`config.mk`:
```
export PLATFORM = sky130hd
export DESIGN_NAME = bsg_mux_one_hot_arb_buffered
export DESIGN_NICKNAME = d
export VERILOG_FILES = /design/src/rtl/bsg_mux_one_hot_arb_buffered_pkg.sv /design/src/rtl/bsg_mux_one_hot_arb_buffered_arb.sv /design/src/rtl/bsg_mux_one_hot_arb_buffered.sv
export SDC_FILE = /design/constraint.sdc
export NUM_CORES = 1
export LEC_CHECK = 0
export ABC_AREA = 1
export BUFFER_PORTS_ARGS = -buffer_cell sky130_fd_sc_hd__buf_4
export CORE_MARGIN = 3
export CORE_UTILIZATION = 46
export CTS_CLUSTER_DIAMETER = 120
export DETAILED_ROUTE_END_ITERATION = 8
export PLACE_DENSITY_LB_ADDON = 0.05
export SYNTH_ARGS = -nofsm -noshare
export SYNTH_HDL_FRONTEND = slang
export SYNTH_SLANG_ARGS = --single-unit
```
`constraint.sdc`:
```
create_clock -name clk_i -period 3.6 [get_ports clk_i]
set_input_delay 0 -clock clk_i [delete_from_list [all_inputs] [get_ports clk_i]]
set_output_delay 0 -clock clk_i [all_outputs]
set_load 0.01 [all_outputs]
```
`src/rtl/bsg_mux_one_hot_arb_buffered_pkg.sv`:
```
// Shared helpers for the buffered one-hot arbitrating mux.
// Pointer width, one-hot check and one-hot to binary encode.
package bsg_mux_one_hot_arb_buffered_pkg;

  localparam int max_els_lp = 32;

  // Width of a channel index; never narrower than one bit.
  function automatic int lg_els(input int els);
    return (els > 1) ? $clog2(els) : 1;
  endfunction

  function automatic logic one_hot_p(
    input logic [max_els_lp-1:0] v
  );
    int cnt;
    cnt = 0;
    for (int k = 0; k < max_els_lp; k++)
      cnt += int'(v[k]);
    return (cnt == 1);
  endfunction

  function automatic logic [4:0] oh_to_bin(
    input logic [max_els_lp-1:0] v
  );
    logic [4:0] idx;
    idx = '0;
    for (int k = 0; k < max_els_lp; k++)
      if (v[k]) idx |= 5'(k);
    return idx;
  endfunction

endpackage

```
`src/rtl/bsg_mux_one_hot_arb_buffered_arb.sv`:
```
// Round-robin one-hot arbiter, purely combinational.
// Searches upward from last_i+1, wrapping modulo els_p.
module bsg_arb_round_robin_one_hot #(
  parameter int els_p     = 2,
  parameter int lg_els_lp = 1
) (
  input  logic [els_p-1:0]     v_i,
  input  logic [lg_els_lp-1:0] last_i,
  output logic [els_p-1:0]     grant_o
);

  int   idx;
  logic found;

  // first requester after the last winner takes the grant
  always_comb begin
    grant_o = '0;
    found   = 1'b0;
    idx     = 0;
    for (int i = 1; i <= els_p; i++) begin
      idx = int'(last_i) + i;
      if (idx >= els_p) idx = idx - els_p;
      if (!found && v_i[idx]) begin
        grant_o[idx] = 1'b1;
        found        = 1'b1;
      end
    end
  end

endmodule

```
`src/rtl/bsg_mux_one_hot_arb_buffered.sv`:
```
// N-channel arbitrating mux with one registered output stage.
// Round-robin or forced one-hot select; sticky bad-select flag.
module bsg_mux_one_hot_arb_buffered
  import bsg_mux_one_hot_arb_buffered_pkg::*;
#(
  parameter int width_p = 32,
  parameter int els_p   = 2,
  localparam int lg_els_lp = lg_els(els_p)
) (
  input  logic                     clk_i,
  input  logic                     reset_n_i,
  input  logic [els_p-1:0]         v_i,
  input  logic [els_p*width_p-1:0] data_i,
  output logic [els_p-1:0]         ready_o,
  input  logic                     force_i,
  input  logic [els_p-1:0]         sel_one_hot_i,
  output logic                     v_o,
  output logic [width_p-1:0]       data_o,
  input  logic                     ready_i,
  output logic [lg_els_lp-1:0]     chan_o,
  output logic                     err_o
);

  logic                 v_q, v_d;
  logic [width_p-1:0]   data_q, data_d;
  logic [lg_els_lp-1:0] chan_q, chan_d;
  logic [lg_els_lp-1:0] last_q, last_d;
  logic                 err_q, err_d;

  logic                 load_en;
  logic                 sel_ok;
  logic [els_p-1:0]     rr_grant;
  logic [els_p-1:0]     grant;
  logic [lg_els_lp-1:0] grant_idx;
  logic [width_p-1:0]   mux;

  assign load_en = ~v_q | ready_i;
  assign sel_ok  = one_hot_p(max_els_lp'(sel_one_hot_i));

  bsg_arb_round_robin_one_hot #(
    .els_p    (els_p),
    .lg_els_lp(lg_els_lp)
  ) u_arb (
    .v_i    (v_i),
    .last_i (last_q),
    .grant_o(rr_grant)
  );

  // forced select overrides the arbiter; a bad select grants nothing
  always_comb begin
    grant = rr_grant;
    if (force_i)
      grant = sel_ok ? (sel_one_hot_i & v_i) : '0;
  end

  // upstream never sees ready while reset is held
  assign ready_o = grant & {els_p{load_en & reset_n_i}};

  assign grant_idx =
    lg_els_lp'(oh_to_bin(max_els_lp'(grant)));

  // mask each channel by its grant bit and OR them together
  always_comb begin
    mux = '0;
    for (int k = 0; k < els_p; k++)
      mux |= data_i[k*width_p +: width_p]
           & {width_p{grant[k]}};
  end

  // next state: load when free or draining, else hold
  always_comb begin
    v_d    = v_q;
    data_d = data_q;
    chan_d = chan_q;
    last_d = last_q;
    err_d  = err_q | (force_i & ~sel_ok);
    if (load_en) begin
      v_d = |grant;
      if (|grant) begin
        data_d = mux;
        chan_d = grant_idx;
        last_d = grant_idx;
      end
    end
  end

  // output register stage and arbitration pointer
  always_ff @(posedge clk_i or negedge reset_n_i) begin
    if (!reset_n_i) begin
      v_q    <= 1'b0;
      data_q <= '0;
      chan_q <= '0;
      last_q <= lg_els_lp'(els_p - 1);
      err_q  <= 1'b0;
    end else begin
      v_q    <= v_d;
      data_q <= data_d;
      chan_q <= chan_d;
      last_q <= last_d;
      err_q  <= err_d;
    end
  end

  assign v_o    = v_q;
  assign data_o = data_q;
  assign chan_o = chan_q;
  assign err_o  = err_q;

endmodule

```
==> flow_summary.ini <==
[routing]
dr.first_iter.drc_count = 156
drt-vias-per-instance = 5.10
drtAntennaViolNets = 0
routed_wl_mm = 5.61
drt-pass1-iter-count = 4
number_of_vias_in_the_routed_layout = 2163
wl_per_cell_um = 13.2
drc_errors = 0

[flow_run]
cap_viol_max_count = 0

[yosys]
netlist_instances = 275
largest_family_of_logic_cells_by_synthesized_area = simple AND/OR/NAND/NOR gates
synth-seq-cells = 36
synth_simple_gate_area_share_pct = 33.8
synth_compound_area_share_pct = 9.09
ys_warn_count = 0
synth.mux.area_fraction_pct = 0
syn-cell-area_um2 = 2040
netlist-cell-type-count = 19
synthesis.nets = 347
yosys.area_share.xor_xnor_pct = 0
synthAdderAreaFrac_pct = 0
synth_seq_area_share_pct = 44.3
syn_area_per_cell_um2 = 7.41

[timing]
timing.final.max_slew_violations = 0
fin_tns_setup_ps = 0
timing.final.setup_violations = 0
timing_hold_violations_final = 0
shortest_period_the_worst_path_allows_ps = 2070
slew-limit-headroom_pct = 46.9
post-route-worst-setup-slack_ps = 1530
fmax_mhz = 483
rsz_0062_raised_after_global_routing = false
worst_slew_pin_slew_ps = 795
min_period_over_period_pct = 57.5
timing.clock.skew_ps = 4.85

[finish]
drive_gt1_share_pct = 33.2
mostFrequentLayoutCell = sky130_fd_sc_hd__buf_4
area.growth.synth_to_final_pct = 42.6
post_layout_nonfiller_instances = 424
antenna_diode_count = 0
mostFrequentLayoutCells = sky130_fd_sc_hd__buf_4 (108), sky130_fd_sc_hd__nand2_1 (105), sky130_fd_sc_hd__inv_1 (38), sky130_fd_sc_hd__dfrtp_1 (35), sky130_fd_sc_hd__nand4_1 (33)
finish.net_count = 445

[placed_design]
place.gp.congestion = 0.777
dpl_worst_slack_ps = 1570
placed_cells = 414
place_hpwl_mm = 3.85
buffer_ports.inserted = 108

[worst_hold_path]
worst_hold_path_type = in2reg
min_delay_path_depth = 5
whs_endpoint = data_o[19]$_DFFE_PN0P_
hold_sp = data_i[19]

[power_and_ir_drop]
ratio_of_total_power_to_cell_area_nw_per_um2 = 435
post-layout-total-power_mw = 1.26
leakage_power_summed_over_all_cells_nw = 1.67
vdd.ir_drop.worst_mv = 0.241

[worst_setup_path]
worst-r2r-cell-count = 6
setup.worst_path.class = reg2reg
setup.worst_path.start_class = flop
r2r_slack_ps = 1530
rr_startpoint = last_q$_DFFE_PN1P_
worstPathArrival_ps = 2290
reg2reg_to = data_o[14]$_DFFE_PN0P_
cp_max_fo = 35
worstPathRequired_ps = 3820
endpoint_kind = flop

[global_route]
grt_antenna_before_repair = 0
grt_remaining_overflow = 0
global_route.usage.total_pct = 21.2
gr-usage-met2_pct = 36.1
gr-usage-met3_pct = 5.68
number_of_global_route_vias_before_repair = 2010
groute.layer.met1.usage_pct = 26.1
globalRoute.busiestLayer = met2
wire_length_of_the_first_global_routing_pass_mm = 8.85
largest_net_degree_at_the_start_of_global_routing = 38

[floorplan]
floorplan.core_area_um2 = 4140
die_area_um2 = 5270
die-width_um = 72.6
ios = 109
num_rows = 23
initial_utilization_pct = 49.2
fp.dieH_um = 72.6

[cts]
cts_made_buffers = 5
ctsLongestPathBuffers = 2
cts_tree = yes
clk_pin_slew_worst_paths_ps = 70
cts_root_buffer = sky130_fd_sc_hd__clkbuf_8
clock_sink_count = 36
clk_latency_ps = 290
htree_num_levels = 2

[run_status]
status = complete, no violations
==> cells in the mapped netlist, drive strengths merged <==
cell	count	area share, %
a21oi	1	0.80
a31o	1	0.43
buf	14	4.7
clkbuf	5	0.92
dfrtp	35	43
dfstp	1	1.3
inv	39	7.2
nand2	107	20
nand3	4	3.1
nand4	33	10
nor2	1	0.18
nor3	2	0.49
o21ai	32	7.9
==> per-stage QoR <==
| stage | area (µm²) | hold slack [ps] | util [%] |
|---|---|---|---|
| after floorplan | 2040 | -296 | - |
| after global placement | 2800 | -13.4 | 67.5 |
| after detailed placement | 2800 | -12.0 | 67.5 |
| after CTS | 2910 | 61.8 | 70.1 |
| after global routing | 2910 | 94.6 | 70.1 |
| final | 2910 | 66.3 | 70.1 |
==> final cells by class <==
class	instances	area, µm²
clock buffer	8	90.1
fill	365	1240
multi-input combinational	181	875
inverter	39	146
tap	50	62.6
timing repair buffer	110	831
sequential	36	902
==> power by group <==
part           internal (mW)  switching (mW)  total [mW]
Clock                  0.156           0.140       0.296
Sequential             0.489          0.0514       0.540
Combinational          0.206           0.222       0.428
==> flip-flops by register name, indices dropped and copies added, names as in the netlist <==
register  cells
data_o       32
chan_o        1
err_o         1
last_q        1
v_o           1
==> how the worst max path moves through the flow <==
stage,startpoint,end,depth (start not counted)
finish,last_q$_DFFE_PN1P_,data_o[14]$_DFFE_PN0P_,6
global route,force_i,data_o[2]$_DFFE_PN0P_,7
CTS,last_q$_DFFE_PN1P_,data_o[14]$_DFFE_PN0P_,6
detailed placement,last_q$_DFFE_PN1P_,data_o[14]$_DFFE_PN0P_,6
global placement,last_q$_DFFE_PN1P_,data_o[21]$_DFFE_PN0P_,6
floorplan,last_q$_DFFE_PN1P_,data_o[18]$_DFFE_PN0P_,8
==> repair_timing <==
item	in CTS	in global routing
hold buffers	2	0
hold endpoints to repair	36	0
resized for setup	0	0
buffers inserted	0	0
==> per-layer routing <==
layer	up-vias	share of wire [%]
li1	1080	-
met1	991	40
met2	83	49
met3	9	9.2
met4	0	1.3
met5	-	0
==> worst max-delay path: stages, from the launching register on <==
cell and delay, ps:
sky130_fd_sc_hd__dfstp_2 570, sky130_fd_sc_hd__inv_1 60, sky130_fd_sc_hd__nand3_2 70, sky130_fd_sc_hd__nand3_4 300, sky130_fd_sc_hd__a21oi_4 750, sky130_fd_sc_hd__nand2_1 130, sky130_fd_sc_hd__nand2_1 100
==> cell families (layout without fill, tap and decap cells) <==
logic type,count (synthesis),in the layout
DFF,36,36
buffers and inverters,58,157
and+or+nand+nor,147,147
AOI/OAI and AO/OA,34,34
No activity file was read; power rests on OpenSTA's default activity.
